--- config.mk ---
export PLATFORM = sky130hd
export DESIGN_NAME = z16_dmem_arbiter
export DESIGN_NICKNAME = d
export VERILOG_FILES = /design/src/rtl/z16_dmem_arbiter.sv
export SDC_FILE = /design/constraint.sdc
export NUM_CORES = 1
export LEC_CHECK = 0
export BUFFER_PORTS_ARGS = -buffer_cell sky130_fd_sc_hd__buf_2
export CAP_MARGIN = 40
export CORE_UTILIZATION = 30
export CTS_CLUSTER_SIZE = 10
export DETAILED_ROUTE_END_ITERATION = 12
export PLACE_DENSITY = 0.87
export RECOVER_POWER = 50
export SLEW_MARGIN = 20
export SYNTH_ARGS = -nofsm -noshare
export SYNTH_HDL_FRONTEND = slang
export SYNTH_SLANG_ARGS = --single-unit
--- constraint.sdc ---
create_clock -name i_clk -period 1.85 [get_ports i_clk]
set_input_delay 0.0925 -clock i_clk [delete_from_list [all_inputs] [get_ports i_clk]]
set_output_delay 0.0925 -clock i_clk [all_outputs]
set_load 0.01 [all_outputs]
--- src/rtl/z16_dmem_arbiter.sv ---
// z16_dmem_arbiter: shares one synchronous data-memory port between the CPU (port 0)
// and the loader/DMA (port 1); round-robin on ties, lockable bursts with bounded hold.
module z16_dmem_arbiter #(
    parameter int AW       = 16,
    parameter int DW       = 16,
    parameter int MAX_HOLD = 8
) (
    input  logic          i_clk,
    input  logic          i_rst_n,
    input  logic          i_req0,
    input  logic          i_req1,
    input  logic          i_we0,
    input  logic          i_we1,
    input  logic          i_lock0,
    input  logic          i_lock1,
    input  logic [AW-1:0] i_addr0,
    input  logic [AW-1:0] i_addr1,
    input  logic [DW-1:0] i_wdata0,
    input  logic [DW-1:0] i_wdata1,
    output logic          o_gnt0,
    output logic          o_gnt1,
    output logic          o_rvalid0,
    output logic          o_rvalid1,
    output logic [DW-1:0] o_rdata0,
    output logic [DW-1:0] o_rdata1,
    output logic [AW-1:0] o_mem_addr,
    output logic          o_mem_wen,
    output logic [DW-1:0] o_mem_wdata,
    input  logic [DW-1:0] i_mem_rdata
);
    typedef enum logic [1:0] {IDLE, OWN0, OWN1} state_e;
    localparam int HW = $clog2(MAX_HOLD + 1);

    state_e        state_q, state_d, oth;
    logic          last_q, last_d;
    logic [HW-1:0] hold_q, hold_d;
    logic          rvalid0_q, rvalid1_q;
    logic          own1, req_own, req_oth, lock_own;

    assign o_gnt0      = (state_q == OWN0) & i_req0;
    assign o_gnt1      = (state_q == OWN1) & i_req1;
    assign o_mem_wen   = (o_gnt0 & i_we0) | (o_gnt1 & i_we1);
    assign o_mem_addr  = state_q == OWN0 ? i_addr0 : state_q == OWN1 ? i_addr1 : '0;
    assign o_mem_wdata = state_q == OWN0 ? i_wdata0 : state_q == OWN1 ? i_wdata1 : '0;
    assign o_rdata0    = i_mem_rdata;
    assign o_rdata1    = i_mem_rdata;
    assign o_rvalid0   = rvalid0_q;
    assign o_rvalid1   = rvalid1_q;

    assign own1     = state_q == OWN1;
    assign req_own  = own1 ? i_req1 : i_req0;
    assign req_oth  = own1 ? i_req0 : i_req1;
    assign lock_own = own1 ? i_lock1 : i_lock0;
    assign oth      = own1 ? OWN0 : OWN1;

    always_comb begin
        state_d = state_q;
        last_d  = last_q;
        hold_d  = hold_q;
        if (state_q == IDLE)
            state_d = i_req0 & i_req1 ? (last_q ? OWN0 : OWN1) : i_req0 ? OWN0 : i_req1 ? OWN1 : IDLE;
        else if (!req_own)
            state_d = req_oth ? oth : IDLE;
        else if (req_oth && (!lock_own || hold_q >= HW'(MAX_HOLD - 1)))
            state_d = oth;
        // hold counts contended beats of the current tenure only
        if (state_q != IDLE && req_own && req_oth && hold_q != HW'(MAX_HOLD))
            hold_d = hold_q + HW'(1);
        if (state_d != state_q || state_d == IDLE)
            hold_d = '0;
        if (state_q != IDLE && state_d != state_q)
            last_d = own1;
    end

    always_ff @(posedge i_clk or negedge i_rst_n) begin
        if (!i_rst_n) begin
            state_q   <= IDLE;
            last_q    <= 1'b1;
            hold_q    <= '0;
            rvalid0_q <= 1'b0;
            rvalid1_q <= 1'b0;
        end else begin
            state_q   <= state_d;
            last_q    <= last_d;
            hold_q    <= hold_d;
            rvalid0_q <= o_gnt0 & ~i_we0;
            rvalid1_q <= o_gnt1 & ~i_we1;
        end
    end
endmodule

-- After elaboration in Yosys (flattened, before gate mapping)
Index checks and enable logic that the tools add are counted.
- flip-flop bits (word level): 9
- latch bits: 0
- RAM bits: 0
- memory bits (read-only): 0
- input bits: 88
- output and inout bits: 69
- word-level logic and storage cells: 51
- memories kept: 0
- $add $sub $neg: 1
- $mul: 0
- div/mod/pow operators: 0
- magnitude comparators: 1
- eq/ne operators: 4
- shift-type cells: 0
- mux-type cells: 18
- bitwise operators: 10
- reduce and logical (&&, ||, !) cells: 12
- operators by type and width (cell ; number):
    two-way mux 16 bit ; 4
    two-way mux 2 bit ; 9
    two-way mux 4 bit ; 2
    AND 1 bit ; 7
    logical AND 1 bit ; 5
    adder 4 x 1 -> 4 bit (second input constant) ; 1
    >= comparator 4 x 3 -> 1 bit (second input constant) ; 1
    zero test 2 bit ; 2
    inequality test 4 bit (second input constant) ; 1
    nonzero test 2 bit ; 2
    two-way mux 1 bit ; 3
    == test 2 x 1 -> 1 bit (second input constant) ; 1
    == test 2 bit (second input constant) ; 1
    logical OR 1 bit ; 2
    inequality test 2 bit ; 1
    NOT 1 bit ; 2
    zero test 1 bit ; 1
    bitwise OR 1 bit ; 1

-- Depth between registers and ports, before layout
Gate-level depths: netlist of run 1.
- word-level depth: 11
- gate-level depth with buffers: 6
- gate-level depth less buffers: 6

-- Least setup slack after synthesis of run 1
No wires, ideal clock.
- path kind: flip-flop to flip-flop
- start point: reg hold_q[0]
- end point: reg hold_q[2]
- library setup time: 0.128 ns
- arrival time: 1.260 ns
- setup slack: 0.463 ns
- cell stages (with the launch flop): 7
- path buffers: 0
- clock period less this slack: 1.387 ns
- cell sequence: dfrtp_1 > inv_1 > ha_1 > a311oi_4 > nand2_1 > xnor2_1 > nor2_1
- cells in the longest elaborated chain, start to end: 9
- elaborated cells between the ends (all ways): 15
- classes of those cells: add/sub: 1; order compare: 1; eq/ne: 2; mux: 5; reduce/logical: 6
- RTL lines (element ; RTL line ; text):
    start, declared ; 36 ; logic [HW-1:0] hold_q, hold_d;
    start signal, assigned ; 85 ; hold_q <= hold_d;
    >= comparator 4 x 3 -> 1 bit ; 64 ; else if (req_oth && (!lock_own || hold_q >= HW'(MAX_HOLD - 1)))
    logical OR 1 bit ; 64 ;
    logical AND 1 bit ; 64 ;
    two-way mux 2 bit ; 64 ;
    two-way mux 2 bit ; 62 ; else if (!req_own)
    two-way mux 2 bit ; 60 ; if (state_q == IDLE)
    inequality test 2 bit / zero test 2 bit (equally long branches) ; 69 ; if (state_d != state_q || state_d == IDLE)
    logical OR 1 bit ; 69 ;
    two-way mux 4 bit / nonzero test 2 bit (equally long branches) ; n/a ;
Several ways; a longest one is shown, not always the timed one. The select of a mux whose other input is x is not followed.
A chain may end at the register's enable or synchronous reset.

-- Worst setup path after layout of run 1
- start point: reg state_q[1]
- end point: out o_mem_wdata[12]
- cells in the longest elaborated chain, start to end: 3
- elaborated cells between the ends (all ways): 4
- classes of those cells: eq/ne: 2; mux: 2
- RTL lines (element ; RTL line ; text):
    start, declared ; 34 ; state_e state_q, state_d, oth;
    start signal, assigned ; 83 ; state_q <= state_d;
    == test 2 bit ; 44 ; assign o_mem_wdata = state_q == OWN0 ? i_wdata0 : state_q == OWN1 ? i_wdata1 : '0;
    two-way mux 16 bit ; 44 ;
    two-way mux 16 bit (*) ; 44 ;
    end, declared ; 28 ; output logic [DW-1:0] o_mem_wdata,
Every way passes the cells marked *; elsewhere a longest branch is shown, timed or not.

==> results.cfg, run 1 <==
[power]
power_report.internal_total_mw = 1.07
power.leakage_nw = 0.870
clock_power_share_pct = 12.0
power.total_mw = 2.02
switching_share_pct = 46.9
highest_ir_drop_seen_on_vdd_mv = 0.636
combinationalPowerShare_pct = 74.3
seq_power_share_pct = 13.6
switching_power_mw = 0.947
power_density_nw_per_um2 = 1290

[clock_tree]
cts_resized = 0
cts.htree.levels = 1
post_cts.repair.setup_buffers = 0
clock_tree.buffer_depth = 2
cts-root-buf = clkbuf_8
tritoncts = built
cts_buffers = 3
clkTransAtPathRegs_ns = 0.05
cts_sinks = 9
worst_skew_pair.late_latency_ns = 0.24

[sta]
min_period_over_period_pct = 94.8
finalSetupTns_ns = 0
max_freq_ghz = 0.570
relSlewSlack_pct = 52.9
tightest_slew_ns = 0.705
final-max-slew-violation-count = 0
grt_setup_unrepaired = false
clock_skew_ns = 0.00218
number_of_setup_violations_in_the_final_report = 0
hold_viol_final = 0
final_period_minus_worst_setup_slack_ns = 1.75
timing.final.ws_setup_ns = 0.0956

[cells_and_area]
area_delta_synth_final_pct = 32.5
utilization_pct = 42.2
drive_gt1_share_pct = 55.8
nNetsFinal = 308
instances_no_fill = 265
antenna_cells_inserted = 0

[worst_setup_path]
worstPathCellList = buf_4 -> and2b_1 -> buf_4 -> a22o_1 -> buf_2
cp_data_arrival_time_ns = 1.66
crit_family = buffers and inverters
critPathLaunchType = flip-flop
crit_path_max_incr_delay_ns = 0.37
critical_path_peak_fanout = 32
crit_type = reg2out
timing.critical_path.mode_cell = buf_4
end_kind = output pin
critPathLaunch = state_q[1]$_DFF_PN0_
worstPathRequired_ns = 1.76
critical_path.n_buffers_inverters = 3
critical_path.slowest_cell = dfrtp_1
reg2reg_from = hold_q[0]$_DFFE_PN0P_

[outcome]
outcome = finished clean

[yosys]
number_of_synthesized_register_bits = 9
postSynth.topFlopCell = dfrtp_1
synth_async_sr_flop_share_pct = 100
syn-cell-area_um2 = 1180
ys_types = 35
synth-edff-count = 0
syn_avg_cell_area_um2 = 8.21
yosys_warning_total = 0
synthesized_netlist_cell_count = 144
synthesis.nets = 234
synth-seq-area-share_pct = 19.2

[die]
full_die_area_um2 = 4200
initial_core_util_pct = 31.8
io-pin-count = 157
core_area_um2 = 3720
dieHeight_um = 64.8
rows = 22
width_of_the_die_um = 64.8

[routing]
firstDrtPassIters = 4
drc = 0
wire_per_inst_um = 13.7
drtAntennaViolNets = 0
detail_route.wirelength_mm = 3.62
drt-vias-per-instance = 5.05
detail_route.iter0.violations = 41
vias = 1337

[placed_design]
preCtsSetupSlack_ns = 0.297
portBuffers = 108
dp_hpwl_mm = 2.79
numPlacedInstances = 260
routabilityCongestion = 0.882

[global_routing]
global_route.overflow_total = 0
grt_pass1_wl_mm = 5.29
largest_net_degree_at_the_start_of_global_routing = 34
grt_usage_pct = 16.2
first_global_vias = 1190
number_of_antenna_violations_at_the_first_check_in_global_routing = 0

[worst_hold_path]
timing.hold.worst.start = i_we0
hold_path_class = in2reg

[job]
drv.max_cap_violation_count = 0
## cell families after synthesis
logic type	synth area share (%)
muxes	0.847
DFF	19.2
AOI/OAI and AO/OA	35.5
buffers and inverters	26.9
and+or+nand+nor	13.3
adders and majority gates	2.12
xor gates and xnor gates	2.22
## flip-flops by register name (all words and copies together) (netlist names)
register	cells
last_q	1
state_q	2
o_rvalid0	1
o_rvalid1	1
hold_q	4
## layer usage
| layer | vias to the layer above | track usage [%] | wire, um | part of all wire, % |
|---|---|---|---|---|
| li1 | 633 | - | - | - |
| met1 | 600 | 18.9 | 1470 | 41 |
| met2 | 97 | 28.0 | 1720 | 47 |
| met3 | 7 | 3.70 | 373 | 10 |
| met4 | 0 | 6.67 | 58 | 1.6 |
| met5 | - | 0 | 0 | 0 |
## final timing paths
check,to,slack (ns),cells past startpoint
worst max-delay path,o_mem_wdata[12],0.1,5
worst min-delay path,o_rvalid0$_DFF_PN0_,0.01,2
worst max register to register,hold_q[3]$_DFFE_PN0P_,0.23,6
worst min register to register,last_q$_DFFE_PN1P_,0.55,1
max in group asynchronous,last_q$_DFFE_PN1P_,1.18,2
min in group asynchronous,o_rvalid0$_DFF_PN0_,0.32,2
## what timing repair did
item,in CTS,in global routing
endpoints found under the setup margin,0,0
hold endpoints to repair,9,0
hold buffers,1,0
## cell usage in the layout, fill, tap and decap left out, types with 2 or more instances in the layout
| cell type | Yosys | routed |
|---|---|---|
| a21oi_1 | 5 | 5 |
| buf_2 | 5 | 105 |
| nand3_1 | 2 | 2 |
| nor2_1 | 10 | 10 |
| a22o_1 | 33 | 33 |
| inv_1 | 4 | 4 |
| clkbuf_1 | 4 | 3 |
| dfrtp_1 | 8 | 8 |
| ha_1 | 2 | 2 |
| clkbuf_8 | 0 | 3 |
| nand2_1 | 7 | 7 |
| nor3_1 | 4 | 4 |
| xnor2_1 | 3 | 3 |
| buf_4 | 33 | 3 |
| o21a_1 | 2 | 2 |
## power groups by stage
| stage | clock network [mW] | logic [mW] | registers, mW |
|---|---|---|---|
| floorplan | 0 | 1.07 | 0.274 |
| global placement | 0 | 1.47 | 0.272 |
| detailed placement | 0 | 1.49 | 0.278 |
| CTS | 0.243 | 1.51 | 0.276 |
| global route | 0.252 | 1.63 | 0.282 |
| finish | 0.243 | 1.50 | 0.275 |
## cells in the mapped netlist, types with 2 or more instances
cell type  count  share of area (%)
o21a_1         2                1.3
clkbuf_1       4                1.3
a22o_1        33                 24
inv_1          4                1.3
nor2b_1        2                1.1
a21oi_1        5                2.1
nor3_1         4                1.7
xnor2_1        3                2.2
ha_1           2                2.1
nor2_1        10                3.2
buf_4         33                 21
buf_2          5                2.1
dfrtp_1        8                 17
nand2_1        7                2.2
nand3_1        2               0.85
## per-stage QoR
step / hold slack (ns) / instance area [um^2]
floorplan: -0.203 / 1180
global placement: -0.0486 / 1510
detailed placement: -0.0450 / 1510
CTS: 0.0187 / 1570
global route: 0.0284 / 1570
finish: 0.0135 / 1570
## layout make-up
class / instances / area [um^2]
Clock buffer: 3 / 41.3
Inverter: 5 / 18.8
Fill cell: 392 / 2150
Tap cell: 48 / 60.1
Timing Repair Buffer: 112 / 569
Sequential cell: 9 / 226
Clock inverter: 1 / 5.00
Multi-Input combinational cell: 87 / 646
No activity file was read; power rests on OpenSTA's default activity.
==> run 2, diff against run 1 <==
CORE_MARGIN = 2   (was default)
==> results.cfg, run 2 (same netlist as run 1, synthesis figures left out) <==
[outcome]
outcome = finished clean

[cells_and_area]
most_flop_heavy_register = hold_q
antenna_cells_inserted = 0
layout.filler_cells = 364
utilization_pct = 42.1
postLayoutCellArea_um2 = 1570
drive_gt1_share_pct = 55.3
area_delta_synth_final_pct = 32.4
multi_input_area_um2 = 646
instances_no_fill = 265
nNetsFinal = 308
seq_area_um2 = 226
reg_top3 = hold_q (4), state_q (2)
most_frequent_cells_in_the_layout = buf_2 (105), a22o_1 (33), nor2_1 (10)
final_common_cell = buf_2
largest_reg_flops = 4

[sta]
finalSetupTns_ns = 0
clock_skew_ns = 0.00524
grt_setup_unrepaired = false
tightest_slew_ns = 0.716
min_period_over_period_pct = 94.2
timing.hold.ws_ns = 0.0191
relSlewSlack_pct = 52.2
max_freq_ghz = 0.574
timing.final.ws_setup_ns = 0.107
hold_viol_final = 0
number_of_setup_violations_in_the_final_report = 0
final_period_minus_worst_setup_slack_ns = 1.74
final-max-slew-violation-count = 0

[die]
initial_core_util_pct = 31.8
dieHeight_um = 66.8
width_of_the_die_um = 66.8
core_area_um2 = 3720
full_die_area_um2 = 4460
io-pin-count = 157
rows = 22

[power]
switching_power_mw = 0.949
power.leakage_nw = 0.868
power_report.internal_total_mw = 1.07
switching_share_pct = 46.9
highest_ir_drop_seen_on_vdd_mv = 0.566
clock_power_share_pct = 11.7
seq_power_share_pct = 13.6
power.total_mw = 2.02
power_density_nw_per_um2 = 1290
combinationalPowerShare_pct = 74.8

[routing]
vias = 1350
wire_per_inst_um = 14.2
drc = 0
detail_route.wirelength_mm = 3.76
drtAntennaViolNets = 0
detail_route.iter0.violations = 36
firstDrtPassIters = 4
drt-vias-per-instance = 5.09

[worst_setup_path]
cp_data_arrival_time_ns = 1.65
crit_type = reg2out
critical_path.slowest_cell = dfrtp_1
end_kind = output pin
ff2ff_path_depth = 6
worstPathRequired_ns = 1.76
critical_path_peak_fanout = 32
crit_path_max_incr_delay_ns = 0.37
reg2reg_from = hold_q[0]$_DFFE_PN0P_
reg2reg_slack_ns = 0.20
crit_family = buffers and inverters
critical_path.n_buffers_inverters = 3
timing.critical_path.mode_cell = buf_4
critPathLaunchType = flip-flop
critical_path.reg2reg.endpoint = hold_q[3]$_DFFE_PN0P_
worstPathCellList = buf_4 -> and2b_1 -> buf_4 -> a22o_1 -> buf_2

[clock_tree]
worst_skew_pair.late_latency_ns = 0.24
clkTransAtPathRegs_ns = 0.05
cts_buffers = 3
cts_sinks = 9
post_cts.repair.setup_buffers = 0
cts.htree.levels = 1
cts_resized = 0
tritoncts = built
cts-root-buf = clkbuf_8
clock_tree.buffer_depth = 2

[global_routing]
grt_pass1_wl_mm = 5.11
number_of_antenna_violations_at_the_first_check_in_global_routing = 0
global_route.overflow_total = 0
largest_net_degree_at_the_start_of_global_routing = 34
grt_usage_pct = 14.9
first_global_vias = 1157

[placed_design]
preCtsSetupSlack_ns = 0.284
numPlacedInstances = 260
portBuffers = 108
placedInstanceArea_um2 = 1510
routabilityCongestion = 0.830
dp_hpwl_mm = 2.97

[job]
drv.max_cap_violation_count = 0

[worst_hold_path]
min_delay_worst_endpoint = o_rvalid1$_DFF_PN0_
hold_path_class = in2reg
timing.hold.worst.start = i_we1
cell_depth_of_the_worst_min_delay_path = 2
==> run 2: cell count changes in the layout (fill, tap and decap cells not counted), sizes merged <==
cell,before,now
clkinv,1,0
clkbuf,6,7
==> run 2: how the worst max path moves through the flow <==
stage	slack (ns)	startpoint	cells past startpoint	endpoint
2_1_floorplan	0.46	hold_q[0]$_DFFE_PN0P_	6	hold_q[2]$_DFFE_PN0P_
3_3_place_gp	0.01	state_q[0]$_DFF_PN0_	5	state_q[0]$_DFF_PN0_
3_5_place_dp	0.28	hold_q[0]$_DFFE_PN0P_	6	hold_q[3]$_DFFE_PN0P_
4_1_cts	0.11	state_q[1]$_DFF_PN0_	5	o_mem_wdata[2]
5_1_grt	0.007	state_q[1]$_DFF_PN0_	5	o_mem_wdata[12]
6_report	0.11	state_q[1]$_DFF_PN0_	5	o_mem_wdata[2]
==> run 2: metal layers <==
layer | routed length [um] | track usage, % | part of all wire [%] | vias to the layer above
met1 | 1460 | 17.0 | 39 | 621
met4 | 42 | 4.59 | 1.1 | 0
met5 | 0 | 0 | 0 | -
met3 | 473 | 4.73 | 13 | 5
li1 | - | - | - | 634
met2 | 1790 | 26.1 | 48 | 90
==> run 2: area by class of cell <==
class | instances | share of cell area (%)
multi-input cells | 87 | 41.2
repair buffers | 112 | 36.4
flip-flops and latches | 9 | 14.5
well taps | 48 | 3.84
clock buffers | 4 | 2.88
inverters | 5 | 1.20
==> run 2: repair_timing <==
action	in CTS	in global routing
hold endpoints to repair	9	0
hold buffers	1	0
setup endpoints to repair	0	0
==> run 2: power by group through the flow <==
stage          clock (mW)  sequential (mW)  combinational, mW
3_5_place_dp            0            0.277               1.51
4_1_cts             0.238            0.275               1.52
5_1_grt             0.251            0.282               1.64
2_1_floorplan           0            0.274               1.07
6_report            0.236            0.274               1.51
3_3_place_gp            0            0.272               1.49
